<file path="src/rtl/mux16_pkg.sv">
// Shared constants, state encoding and select-range helpers for the 16:1 mux
// serial sequencer.
package mux16_pkg;

    localparam int MUX_WIDTH = 16;
    localparam int MUX_SEL_W = 4;

    typedef enum logic {
        IDLE  = 1'b0,
        SHIFT = 1'b1
    } seq_state_e;

    // Last select index of a word: 15 when stepping up, 0 when stepping down.
    function automatic logic [MUX_SEL_W-1:0] final_sel(input logic msb_first);
        return msb_first ? {MUX_SEL_W{1'b0}} : {MUX_SEL_W{1'b1}};
    endfunction

    function automatic logic [MUX_SEL_W-1:0] first_sel(input logic msb_first);
        return final_sel(!msb_first);
    endfunction

endpackage

</file>
<file path="src/rtl/mux16_serial_sequencer_if.sv">
// Handshake and mux-bus bundle between the serial sequencer and its surroundings
// (upstream word source, downstream bit sink, and the 16:1 mux).
interface mux16_serial_sequencer_if;
    import mux16_pkg::*;

    logic                 in_valid;
    logic                 in_ready;
    logic [MUX_WIDTH-1:0] in_data;
    logic [MUX_WIDTH-1:0] mux_datain;
    logic [MUX_SEL_W-1:0] mux_sel;
    logic                 mux_y;
    logic                 out_valid;
    logic                 out_ready;
    logic                 out_bit;
    logic                 out_last;
    logic                 busy;

    modport master (
        input  in_valid, in_data, mux_y, out_ready,
        output in_ready, mux_datain, mux_sel, out_valid, out_bit, out_last, busy
    );

    modport slave (
        output in_valid, in_data, mux_y, out_ready,
        input  in_ready, mux_datain, mux_sel, out_valid, out_bit, out_last, busy
    );

endinterface

</file>
<file path="src/rtl/mux16_sel_counter.sv">
// Loadable up/down select counter with enable; tc flags the terminal index.
module mux16_sel_counter
    import mux16_pkg::*;
#(
    parameter int SEL_W = MUX_SEL_W
) (
    input  logic             clk,
    input  logic             rst_n,
    input  logic             load,
    input  logic [SEL_W-1:0] load_val,
    input  logic             en,
    input  logic             down,
    input  logic [SEL_W-1:0] term,
    output logic [SEL_W-1:0] cnt,
    output logic             tc
);

    logic [SEL_W-1:0] cnt_q;
    logic [SEL_W-1:0] cnt_d;

    // Load wins over count so a word start or word end always lands on a known index.
    always_comb begin
        cnt_d = cnt_q;
        if (load) begin
            cnt_d = load_val;
        end else if (en) begin
            cnt_d = down ? (cnt_q - SEL_W'(1)) : (cnt_q + SEL_W'(1));
        end
    end

    always_ff @(posedge clk or negedge rst_n) begin
        if (!rst_n) begin
            cnt_q <= '0;
        end else begin
            cnt_q <= cnt_d;
        end
    end

    assign cnt = cnt_q;
    assign tc  = (cnt_q == term);

endmodule

</file>
<file path="src/rtl/mux16_serial_sequencer.sv">
// Drives a 16:1 mux with a held word and a stepping select, returning y as a
// valid/ready/last serial stream (parallel-to-serial with the external mux).
//
// state | meaning
// IDLE  | in_ready=1, waiting for a word; mux_sel parked at 0
// SHIFT | out_valid=1, busy=1, one bit per accepted beat until out_last
module mux16_serial_sequencer
    import mux16_pkg::*;
#(
    parameter int WIDTH     = MUX_WIDTH,
    parameter int SEL_W     = MUX_SEL_W,
    parameter bit MSB_FIRST = 1'b0
) (
    input  logic                      clk,
    input  logic                      rst_n,
    mux16_serial_sequencer_if.master  bus
);

    localparam logic [SEL_W-1:0] SEL_START = first_sel(MSB_FIRST);
    localparam logic [SEL_W-1:0] SEL_FINAL = final_sel(MSB_FIRST);

    seq_state_e       state_q,     state_d;
    logic [WIDTH-1:0] data_q,      data_d;
    logic             in_ready_q,  in_ready_d;
    logic             out_valid_q, out_valid_d;
    logic             busy_q,      busy_d;

    logic             accept;
    logic             beat;
    logic             last_beat;
    logic             cnt_load;
    logic             cnt_en;
    logic [SEL_W-1:0] cnt_load_val;
    logic [SEL_W-1:0] sel;
    logic             sel_tc;

    always_comb begin
        accept       = (state_q == IDLE) && bus.in_valid;
        beat         = out_valid_q && bus.out_ready;
        last_beat    = beat && sel_tc;

        state_d      = state_q;
        data_d       = data_q;
        in_ready_d   = in_ready_q;
        out_valid_d  = out_valid_q;
        busy_d       = busy_q;

        case (state_q)
            IDLE: begin
                if (accept) begin
                    state_d     = SHIFT;
                    data_d      = bus.in_data;
                    in_ready_d  = 1'b0;
                    out_valid_d = 1'b1;
                    busy_d      = 1'b1;
                end
            end
            SHIFT: begin
                if (last_beat) begin
                    state_d     = IDLE;
                    in_ready_d  = 1'b1;
                    out_valid_d = 1'b0;
                    busy_d      = 1'b0;
                end
            end
            default: state_d = IDLE;
        endcase

        // The select parks at 0 between words, so the final beat reloads it as well.
        cnt_load     = accept || last_beat;
        cnt_load_val = accept ? SEL_START : '0;
        cnt_en       = beat && !sel_tc;
    end

    always_ff @(posedge clk or negedge rst_n) begin
        if (!rst_n) begin
            state_q     <= IDLE;
            data_q      <= '0;
            in_ready_q  <= 1'b1;
            out_valid_q <= 1'b0;
            busy_q      <= 1'b0;
        end else begin
            state_q     <= state_d;
            data_q      <= data_d;
            in_ready_q  <= in_ready_d;
            out_valid_q <= out_valid_d;
            busy_q      <= busy_d;
        end
    end

    mux16_sel_counter #(
        .SEL_W (SEL_W)
    ) u_sel_counter (
        .clk      (clk),
        .rst_n    (rst_n),
        .load     (cnt_load),
        .load_val (cnt_load_val),
        .en       (cnt_en),
        .down     (MSB_FIRST),
        .term     (SEL_FINAL),
        .cnt      (sel),
        .tc       (sel_tc)
    );

    assign bus.in_ready   = in_ready_q;
    assign bus.mux_datain = data_q;
    assign bus.mux_sel    = sel;
    assign bus.out_valid  = out_valid_q;
    assign bus.out_bit    = bus.mux_y;
    // In IDLE with MSB_FIRST the parked select equals the final index, hence the gate.
    assign bus.out_last   = out_valid_q && sel_tc;
    assign bus.busy       = busy_q;

endmodule

</file>
<file path="src/flat_wrapper.sv">
// flat-port wrapper written by rule: the top's interface ports become plain ports
module mux16_serial_sequencer_flat import mux16_pkg::*;
#(
    parameter int WIDTH     = MUX_WIDTH,
    parameter int SEL_W     = MUX_SEL_W,
    parameter bit MSB_FIRST = 1'b0
)
  (clk, rst_n, bus_in_valid, bus_in_data, bus_mux_y, bus_out_ready, bus_in_ready, bus_mux_datain, bus_mux_sel, bus_out_valid, bus_out_bit, bus_out_last, bus_busy);
  mux16_serial_sequencer_if bus_i ();
  input  logic clk;
  input  logic rst_n;
  input wire logic [$bits(bus_i.in_valid)-1:0] bus_in_valid;
  input wire logic [$bits(bus_i.in_data)-1:0] bus_in_data;
  input wire logic [$bits(bus_i.mux_y)-1:0] bus_mux_y;
  input wire logic [$bits(bus_i.out_ready)-1:0] bus_out_ready;
  output wire logic [$bits(bus_i.in_ready)-1:0] bus_in_ready;
  output wire logic [$bits(bus_i.mux_datain)-1:0] bus_mux_datain;
  output wire logic [$bits(bus_i.mux_sel)-1:0] bus_mux_sel;
  output wire logic [$bits(bus_i.out_valid)-1:0] bus_out_valid;
  output wire logic [$bits(bus_i.out_bit)-1:0] bus_out_bit;
  output wire logic [$bits(bus_i.out_last)-1:0] bus_out_last;
  output wire logic [$bits(bus_i.busy)-1:0] bus_busy;
  assign bus_i.in_valid = bus_in_valid;
  assign bus_i.in_data = bus_in_data;
  assign bus_i.mux_y = bus_mux_y;
  assign bus_i.out_ready = bus_out_ready;
  assign bus_in_ready = bus_i.in_ready;
  assign bus_mux_datain = bus_i.mux_datain;
  assign bus_mux_sel = bus_i.mux_sel;
  assign bus_out_valid = bus_i.out_valid;
  assign bus_out_bit = bus_i.out_bit;
  assign bus_out_last = bus_i.out_last;
  assign bus_busy = bus_i.busy;
  mux16_serial_sequencer #(.WIDTH(WIDTH), .SEL_W(SEL_W), .MSB_FIRST(MSB_FIRST)) u_core (.clk(clk), .rst_n(rst_n), .bus(bus_i));
endmodule
</file>
<file path="config.mk">
export PLATFORM = sky130hd
export DESIGN_NAME = mux16_serial_sequencer_flat
export DESIGN_NICKNAME = d
export VERILOG_FILES = /design/src/rtl/mux16_pkg.sv /design/src/rtl/mux16_serial_sequencer_if.sv /design/src/rtl/mux16_sel_counter.sv /design/src/rtl/mux16_serial_sequencer.sv /design/src/flat_wrapper.sv
export SDC_FILE = /design/constraint.sdc
export NUM_CORES = 1
export LEC_CHECK = 0
export ABC_AREA = 0
export ABC_CLOCK_PERIOD_IN_PS = 1300
export CAP_MARGIN = 20
export CORE_AREA = 2 2 57 59
export DETAILED_ROUTE_END_ITERATION = 8
export DIE_AREA = 0 0 59 61
export GPL_ROUTABILITY_DRIVEN = 0
export HOLD_SLACK_MARGIN = 0.15
export PLACE_DENSITY = 0.7
export SETUP_SLACK_MARGIN = 0.15
export SYNTH_ARGS = -nofsm -noshare
export SYNTH_HDL_FRONTEND = slang
export SYNTH_SLANG_ARGS = --single-unit
</file>
<file path="constraint.sdc">
create_clock -name clk -period 1.3 [get_ports clk]
set_clock_uncertainty 0.1 [all_clocks]
set_input_delay 0.26 -clock clk [delete_from_list [all_inputs] [get_ports clk]]
set_output_delay 0.26 -clock clk [all_outputs]
set_load 0.05 [all_outputs]
</file>
==> results.sh, run 1 <==
export IMPL_synthTopCellsByArea="dfrtp_1, mux2_4, dfstp_2, buf_6, nand3_1"
export IMPL_powerDensity_nw_per_um2=2741
export IMPL_syn_inst=69
export IMPL_synth_seq_cells=23
export IMPL_power_share_sequential_pct=25.6
export IMPL_wire_per_inst_microns=15.61
export IMPL_yosys_warnings=0
export IMPL_cp_max_fo=2
export IMPL_setup_viol=31
export IMPL_dr_first_iter_drc_count=14
export IMPL_crit_path_start_kind="flop"
export IMPL_synth_xor_area_share_pct=1.711
export IMPL_power_net_switching_mw=2.432
export IMPL_grt_pass1_vias=915
export IMPL_yosysSeqAreaShare_pct=56.36
export IMPL_finalNetCount=162
export IMPL_worstMarginPinSlew_ns=0.2419
export IMPL_synth_mux_area_share_pct=24.45
export IMPL_required_ns=0.94
export IMPL_cts_tree="yes"
export IMPL_cts_made_buffers=3
export IMPL_viasPerCell=4.738
export IMPL_placed_area_sq_um=1832
export IMPL_power_leakage_nw=0.9269
export IMPL_min_path_type="in -> async"
export IMPL_avgSynthCellArea_sq_um=14.83
export IMPL_die_area_sq_um=3599
export IMPL_start_util_pct=34.66
export IMPL_grt_start_max_net_pins=24
export IMPL_grt_pass1_wl_mm=4.202
export IMPL_violations="setup timing"
export IMPL_drive_gt1_share_pct=64.03
export IMPL_wl_mm=2.685
export IMPL_post_route_cell_area_sq_um=2102
export IMPL_rsz0062_at_grt="true"
export IMPL_core_area_sq_um=2953
export IMPL_num_antenna_cells=0
export IMPL_die_y_microns=61
export IMPL_p_int_mw=3.330
export IMPL_synth_simple_area_share_pct=9.291
export IMPL_final_core_util_pct=71.19
export IMPL_synth_distinct_cells=21
export IMPL_fmax_mhz=645.2
export IMPL_dp_cells=150
export IMPL_hpwl_mm=1.739
export IMPL_portBuffers=43
export IMPL_numClockSinks=23
export IMPL_insertion_delay_ns=0.30
export IMPL_cp_end_kind="output port"
export IMPL_maxCapViolCount=0
export IMPL_critPathKind="reg -> out"
export IMPL_synth_adder_area_share_pct=1.222
export IMPL_grt_usage_pct=15.81
export IMPL_final_common_cell="buf_12"
export IMPL_ant_nets=0
export IMPL_status="complete, but fails checks"
export IMPL_synth_top_family_by_area="multiplexers"
export IMPL_row_count=20
export IMPL_root_buffer="clkbuf_4"
export IMPL_grt_ovfl_total=0
export IMPL_routed_via_count=815
export IMPL_area_growth_synth_to_final_pct=105.4
export IMPL_synthArstFlopShare_pct=100.0
export IMPL_swShare_pct=42.21
export IMPL_slew_headroom_pct=83.82
export IMPL_hold_violations=0
export IMPL_regArea_sq_um=583.1
export IMPL_p_clk_share_pct=5.8
export IMPL_nFillCells=193
export IMPL_postCtsHoldBufs=0
export IMPL_worst_slack_ns=-0.2498
export IMPL_syn_area_sq_um=1023
export IMPL_antenna_found_initial=0
export IMPL_drcViolationCount=0
export IMPL_ir_drop_uv=1731
export IMPL_power_mw=5.762
export IMPL_clockBufferDepth=2
export IMPL_synth_compound_area_share_pct=2.934
export IMPL_maxSlewViolCount=0
export IMPL_pwr_share_comb_pct=68.6
export IMPL_synth_top_cell_area_share_pct=53.79
export IMPL_cts_htree_levels=1
export IMPL_io_pins=46
export IMPL_cp_arrival_ns=1.19
export IMPL_most_common_layout_cells="buf_12, clkdlybuf4s50_1, dfrtp_1"
export IMPL_path_clk_slew_ns=0.13
export IMPL_fin_setup_tns_ns=-2.686
export IMPL_multi_input_area_sq_um=478.0
export IMPL_worst_hold_slack_ns=0.1979
export IMPL_preCtsSetupSlack_ns=-0.3838
export IMPL_synth_edf_count=0
export IMPL_fin_crit_sh_pct=119.2
export IMPL_dr_pass1_iters=4
export IMPL_fin_crit_ns=1.550
export IMPL_synthFlopType="dfrtp_1"
export IMPL_synth_top_cell_by_area="dfrtp_1"
export IMPL_die_w_microns=59
export IMPL_finalNonFillerCells=172
export IMPL_syn_nets=91
## flip-flops by register name (all words and copies together), names as in the netlist
register                  cells
u_core.bus.in_ready           1
u_core.state_q                1
u_core.u_sel_counter.cnt      4
u_core.bus.out_valid          1
u_core.bus.mux_datain        16
## layer usage
metal | up-vias | track usage [%] | wire (microns)
met2 | 32 | 28.25 | 1405
li1 | 377 | - | -
met5 | - | 0 | 0
met1 | 404 | 18.03 | 1047
met4 | 0 | 4.221 | 25
met3 | 2 | 5.544 | 205
## critical path, stage by stage (launching register included)
cell	delay [ns]
dfrtp_2	0.41
ha_4	0.15
nand3_4	0.08
nor2_4	0.11
buf_12	0.14
## worst paths after layout
path,slack (ns),end,cells past startpoint,startpoint
setup / recovery,-0.25,bus_out_last,4,u_core.u_sel_counter.cnt[1]
hold / removal,0.20,u_core.bus.mux_datain[7],2,rst_n
setup reg to reg,-0.21,u_core.bus.in_ready,7,u_core.u_sel_counter.cnt[1]
hold reg to reg,0.49,u_core.bus.in_ready,1,u_core.bus.in_ready
max in group asynchronous,0.69,u_core.bus.in_ready,2,rst_n
min in group clk,0.35,u_core.state_q,4,bus_in_valid
## layout make-up
type	instances	share of cell area, %
Sequential cell	23	27.74
Inverter	1	0.1786
Timing Repair Buffer	70	46.13
Multi-Input combinational cell	41	22.74
Tap cell	33	1.964
Clock buffer	4	1.250
## timing repair
action / in CTS / in global routing
setup buffers: 13 / 3
cloned: 1 / 1
endpoints found under the setup margin: 47 / 47
gates resized for setup: 14 / 1
endpoints found under the hold margin: 0 / 0
pin swaps: 5 / 5
## kinds of logic (layout without fill, tap and decap cells)
family                   count (synthesis)  count (layout)
AO/OA/AOI/OAI                            5               5
buffers and inverters                    5              75
AND/OR/NAND/NOR                         16              16
XOR/XNOR                                 2               2
flip-flops                              23              23
adder cells (fa/ha/maj)                  1               1
multiplexers                            17              17
## Yosys cell counts, drive strengths merged (2+ instances only)
cell,instances
nand2,2
buf,4
mux2,16
dfrtp,22
nor2,5
nand3,4
xor2,2
a21oi,3
## power groups by stage
stage	combinational (mW)	sequential, mW	clock [mW]
4_1_cts	3.93	1.48	0.331
6_report	3.95	1.48	0.333
3_5_place_dp	3.57	1.50	0
3_3_place_gp	3.50	1.50	0
2_1_floorplan	0.684	2.50	0
5_1_grt	4.10	1.52	0.388
Note: power is estimated with default switching activity, not from simulation.
==> run 2: changes to the inputs <==
--- a/config.mk
+++ b/config.mk
@@ -15,6 +15,7 @@
 export HOLD_SLACK_MARGIN = 0.15
 export PLACE_DENSITY = 0.7
 export SETUP_SLACK_MARGIN = 0.15
+export SLEW_MARGIN = 40
 export SYNTH_ARGS = -nofsm -noshare
 export SYNTH_HDL_FRONTEND = slang
 export SYNTH_SLANG_ARGS = --single-unit
==> results of run 2 <==
No change in the layout: final DEF, timing and power equal those of run 1.
==> run 3: changes to the inputs <==
--- a/config.mk
+++ b/config.mk
@@ -6,14 +6,14 @@
 export NUM_CORES = 1
 export LEC_CHECK = 0
 export ABC_AREA = 0
-export ABC_CLOCK_PERIOD_IN_PS = 1300
-export CAP_MARGIN = 20
-export CORE_AREA = 2 2 57 59
+export ABC_CLOCK_PERIOD_IN_PS = 1800
+export CORE_AREA = 2 2 52 54
+export CTS_CLUSTER_DIAMETER = 100
 export DETAILED_ROUTE_END_ITERATION = 8
-export DIE_AREA = 0 0 59 61
+export DIE_AREA = 0 0 54 56
 export GPL_ROUTABILITY_DRIVEN = 0
 export HOLD_SLACK_MARGIN = 0.15
-export PLACE_DENSITY = 0.7
+export PLACE_DENSITY = 0.79
 export SETUP_SLACK_MARGIN = 0.15
 export SLEW_MARGIN = 40
 export SYNTH_ARGS = -nofsm -noshare
==> constraint.sdc (replaced) <==
create_clock -name clk -period 1.8 [get_ports clk]
set_clock_uncertainty 0.1 [all_clocks]
set_input_delay 0.36 -clock clk [delete_from_list [all_inputs] [get_ports clk]]
set_output_delay 0.36 -clock clk [all_outputs]
set_load 0.05 [all_outputs]
==> run 3 against run 2 <==
Against the previous run: clock power decreased by 29%; final area fell by 25%; sequential share of layout area rose by 9.0 points; hold slack gained 0.093 ns; global-route usage is 0.27 points lower; flip-flop and latch count did not move; first-iteration DRC count shrank 57%; cell count decreased by 13%; worst setup slack improved by 0.37 ns; power down 45%; routed wire length shrank 21%; the flow now finishes without violations; die area down 16%.
==> results.sh, run 3 (synthesized netlist as in run 1, its figures left out) <==
export IMPL_cp_top_family="flip-flops"
export IMPL_most_common_layout_cells="buf_4, clkdlybuf4s50_1, dfrtp_1"
export IMPL_regArea_sq_um=581.8
export IMPL_grt_pass1_wl_mm=3.408
export IMPL_cpPeakStageDelay_ns=0.41
export IMPL_worst_slack_ns=0.1242
export IMPL_core_area_sq_um=2432
export IMPL_numClockSinks=23
export IMPL_io_pins=46
export IMPL_wire_per_inst_microns=14.11
export IMPL_dr_first_iter_drc_count=6
export IMPL_ant_nets=0
export IMPL_min_path_type="in -> async"
export IMPL_num_antenna_cells=0
export IMPL_cts_tree="yes"
export IMPL_hold_violations=0
export IMPL_worstPathCellList="ha_4 -> nand3_4 -> nor2_4 -> buf_12"
export IMPL_drcViolationCount=0
export IMPL_cp_max_fo=2
export IMPL_cts_made_buffers=3
export IMPL_powerDensity_nw_per_um2=2017
export IMPL_viasPerCell=4.887
export IMPL_maxSlewViolCount=0
export IMPL_multi_input_area_sq_um=437.9
export IMPL_crit_slowest_cell="dfrtp_2"
export IMPL_root_buffer="clkbuf_4"
export IMPL_power_share_sequential_pct=30.5
export IMPL_antenna_found_initial=0
export IMPL_hpwl_mm=1.548
export IMPL_cp_end_kind="output port"
export IMPL_grt_usage_pct=15.54
export IMPL_grt_ovfl_total=0
export IMPL_start_util_pct=42.08
export IMPL_finalNetCount=143
export IMPL_final_core_util_pct=65.02
export IMPL_largest_reg_flops=16
export IMPL_fin_setup_tns_ns=0
export IMPL_worstMarginPinSlew_ns=0.2826
export IMPL_die_w_microns=54
export IMPL_p_clk_share_pct=7.4
export IMPL_dr_pass1_iters=4
export IMPL_power_mw=3.191
export IMPL_fmax_mhz=596.7
export IMPL_status="complete, no violations"
export IMPL_swShare_pct=48.37
export IMPL_clockBufferDepth=2
export IMPL_path_buf_inv=1
export IMPL_path_clk_slew_ns=0.13
export IMPL_insertion_delay_ns=0.31
export IMPL_routed_via_count=733
export IMPL_final_common_cell="buf_4"
export IMPL_area_growth_synth_to_final_pct=54.52
export IMPL_setup_viol=0
export IMPL_p_int_mw=1.647
export IMPL_cts_htree_levels=1
export IMPL_power_leakage_nw=0.7190
export IMPL_portBuffers=43
export IMPL_ir_drop_uv=1236
export IMPL_wl_mm=2.116
export IMPL_pwr_share_comb_pct=62.1
export IMPL_critPathKind="reg -> out"
export IMPL_row_count=18
export IMPL_preCtsSetupSlack_ns=0.01188
export IMPL_rsz0062_at_grt="true"
export IMPL_maxCapViolCount=0
export IMPL_grt_pass1_vias=748
export IMPL_nFillCells=196
export IMPL_required_ns=1.34
export IMPL_grt_start_max_net_pins=24
export IMPL_die_y_microns=56
export IMPL_fin_crit_ns=1.676
export IMPL_cp_arrival_ns=1.22
export IMPL_crit_path_start_kind="flop"
export IMPL_fin_crit_sh_pct=93.10
export IMPL_slew_headroom_pct=81.16
export IMPL_power_net_switching_mw=1.543
export IMPL_die_area_sq_um=3024
export IMPL_drive_gt1_share_pct=53.33
==> run 3: worst reg2reg max path, cell delays in order (launching register included) <==
cell	delay, ns
dfrtp_2	0.45
ha_4	0.18
nand3_4	0.10
buf_4	0.11
buf_4	0.11
nor2_4	0.05
nor4_2	0.25
==> run 3: what timing repair did <==
action                                  CTS  global route
resized for setup                         1             0
setup buffers                             4             0
hold buffers                              0             0
pin swaps                                 2             0
endpoints found under the setup margin    1             1
endpoints found under the hold margin     0             0
==> run 3: power groups by stage <==
stage	Combinational, mW	Sequential [mW]	Clock (mW)
after floorplan	0.476	1.79	0
after global placement	1.90	0.976	0
after detailed placement	1.94	0.984	0
after CTS	1.99	0.976	0.244
after global routing	2.07	1.01	0.264
final	1.98	0.974	0.236
==> run 3: final cells by class <==
class / instances / share of cell area, %
flip-flops and latches: 23 / 36.79
repair buffers: 51 / 31.17
multi-input cells: 41 / 27.69
well taps: 30 / 2.373
clock buffers: 3 / 1.424
clock inverters: 1 / 0.3165
inverters: 1 / 0.2373
==> run 3: path summary, 6_finish.rpt <==
check | start | to | slack (ns) | cells past startpoint
max | u_core.u_sel_counter.cnt[1] | bus_out_last | 0.12 | 4
min reg2reg | u_core.bus.mux_datain[8] | u_core.bus.mux_datain[8] | 0.44 | 1
max in group asynchronous | rst_n | u_core.bus.in_ready | 1.03 | 2
max reg2reg | u_core.u_sel_counter.cnt[0] | u_core.u_sel_counter.cnt[3] | 0.38 | 6
min in group clk | u_core.bus.mux_datain[8] | u_core.bus.mux_datain[8] | 0.44 | 1
min | rst_n | u_core.u_sel_counter.cnt[2] | 0.29 | 2
==> run 3: routing by layer <==
| metal | up-vias | part of all wire [%] | GRT usage [%] |
|---|---|---|---|
| li1 | 340 | - | - |
| met1 | 355 | 44 | 21.76 |
| met2 | 34 | 47 | 23.52 |
| met3 | 4 | 7.7 | 2.419 |
| met4 | 0 | 1.6 | 6.429 |
| met5 | - | 0 | 0 |
==> run 3: metrics by stage <==
| stage | cells | hold slack [ns] | cell area, sq um |
|---|---|---|---|
| after CTS | 150 | 0.2981 | 1582 |
| after detailed placement | 142 | 0.3969 | 1516 |
| final | 150 | 0.2910 | 1582 |
| after floorplan | 69 | -0.03559 | 1054 |
| after global routing | 150 | 0.3184 | 1582 |
| after global placement | 142 | 0.4027 | 1516 |
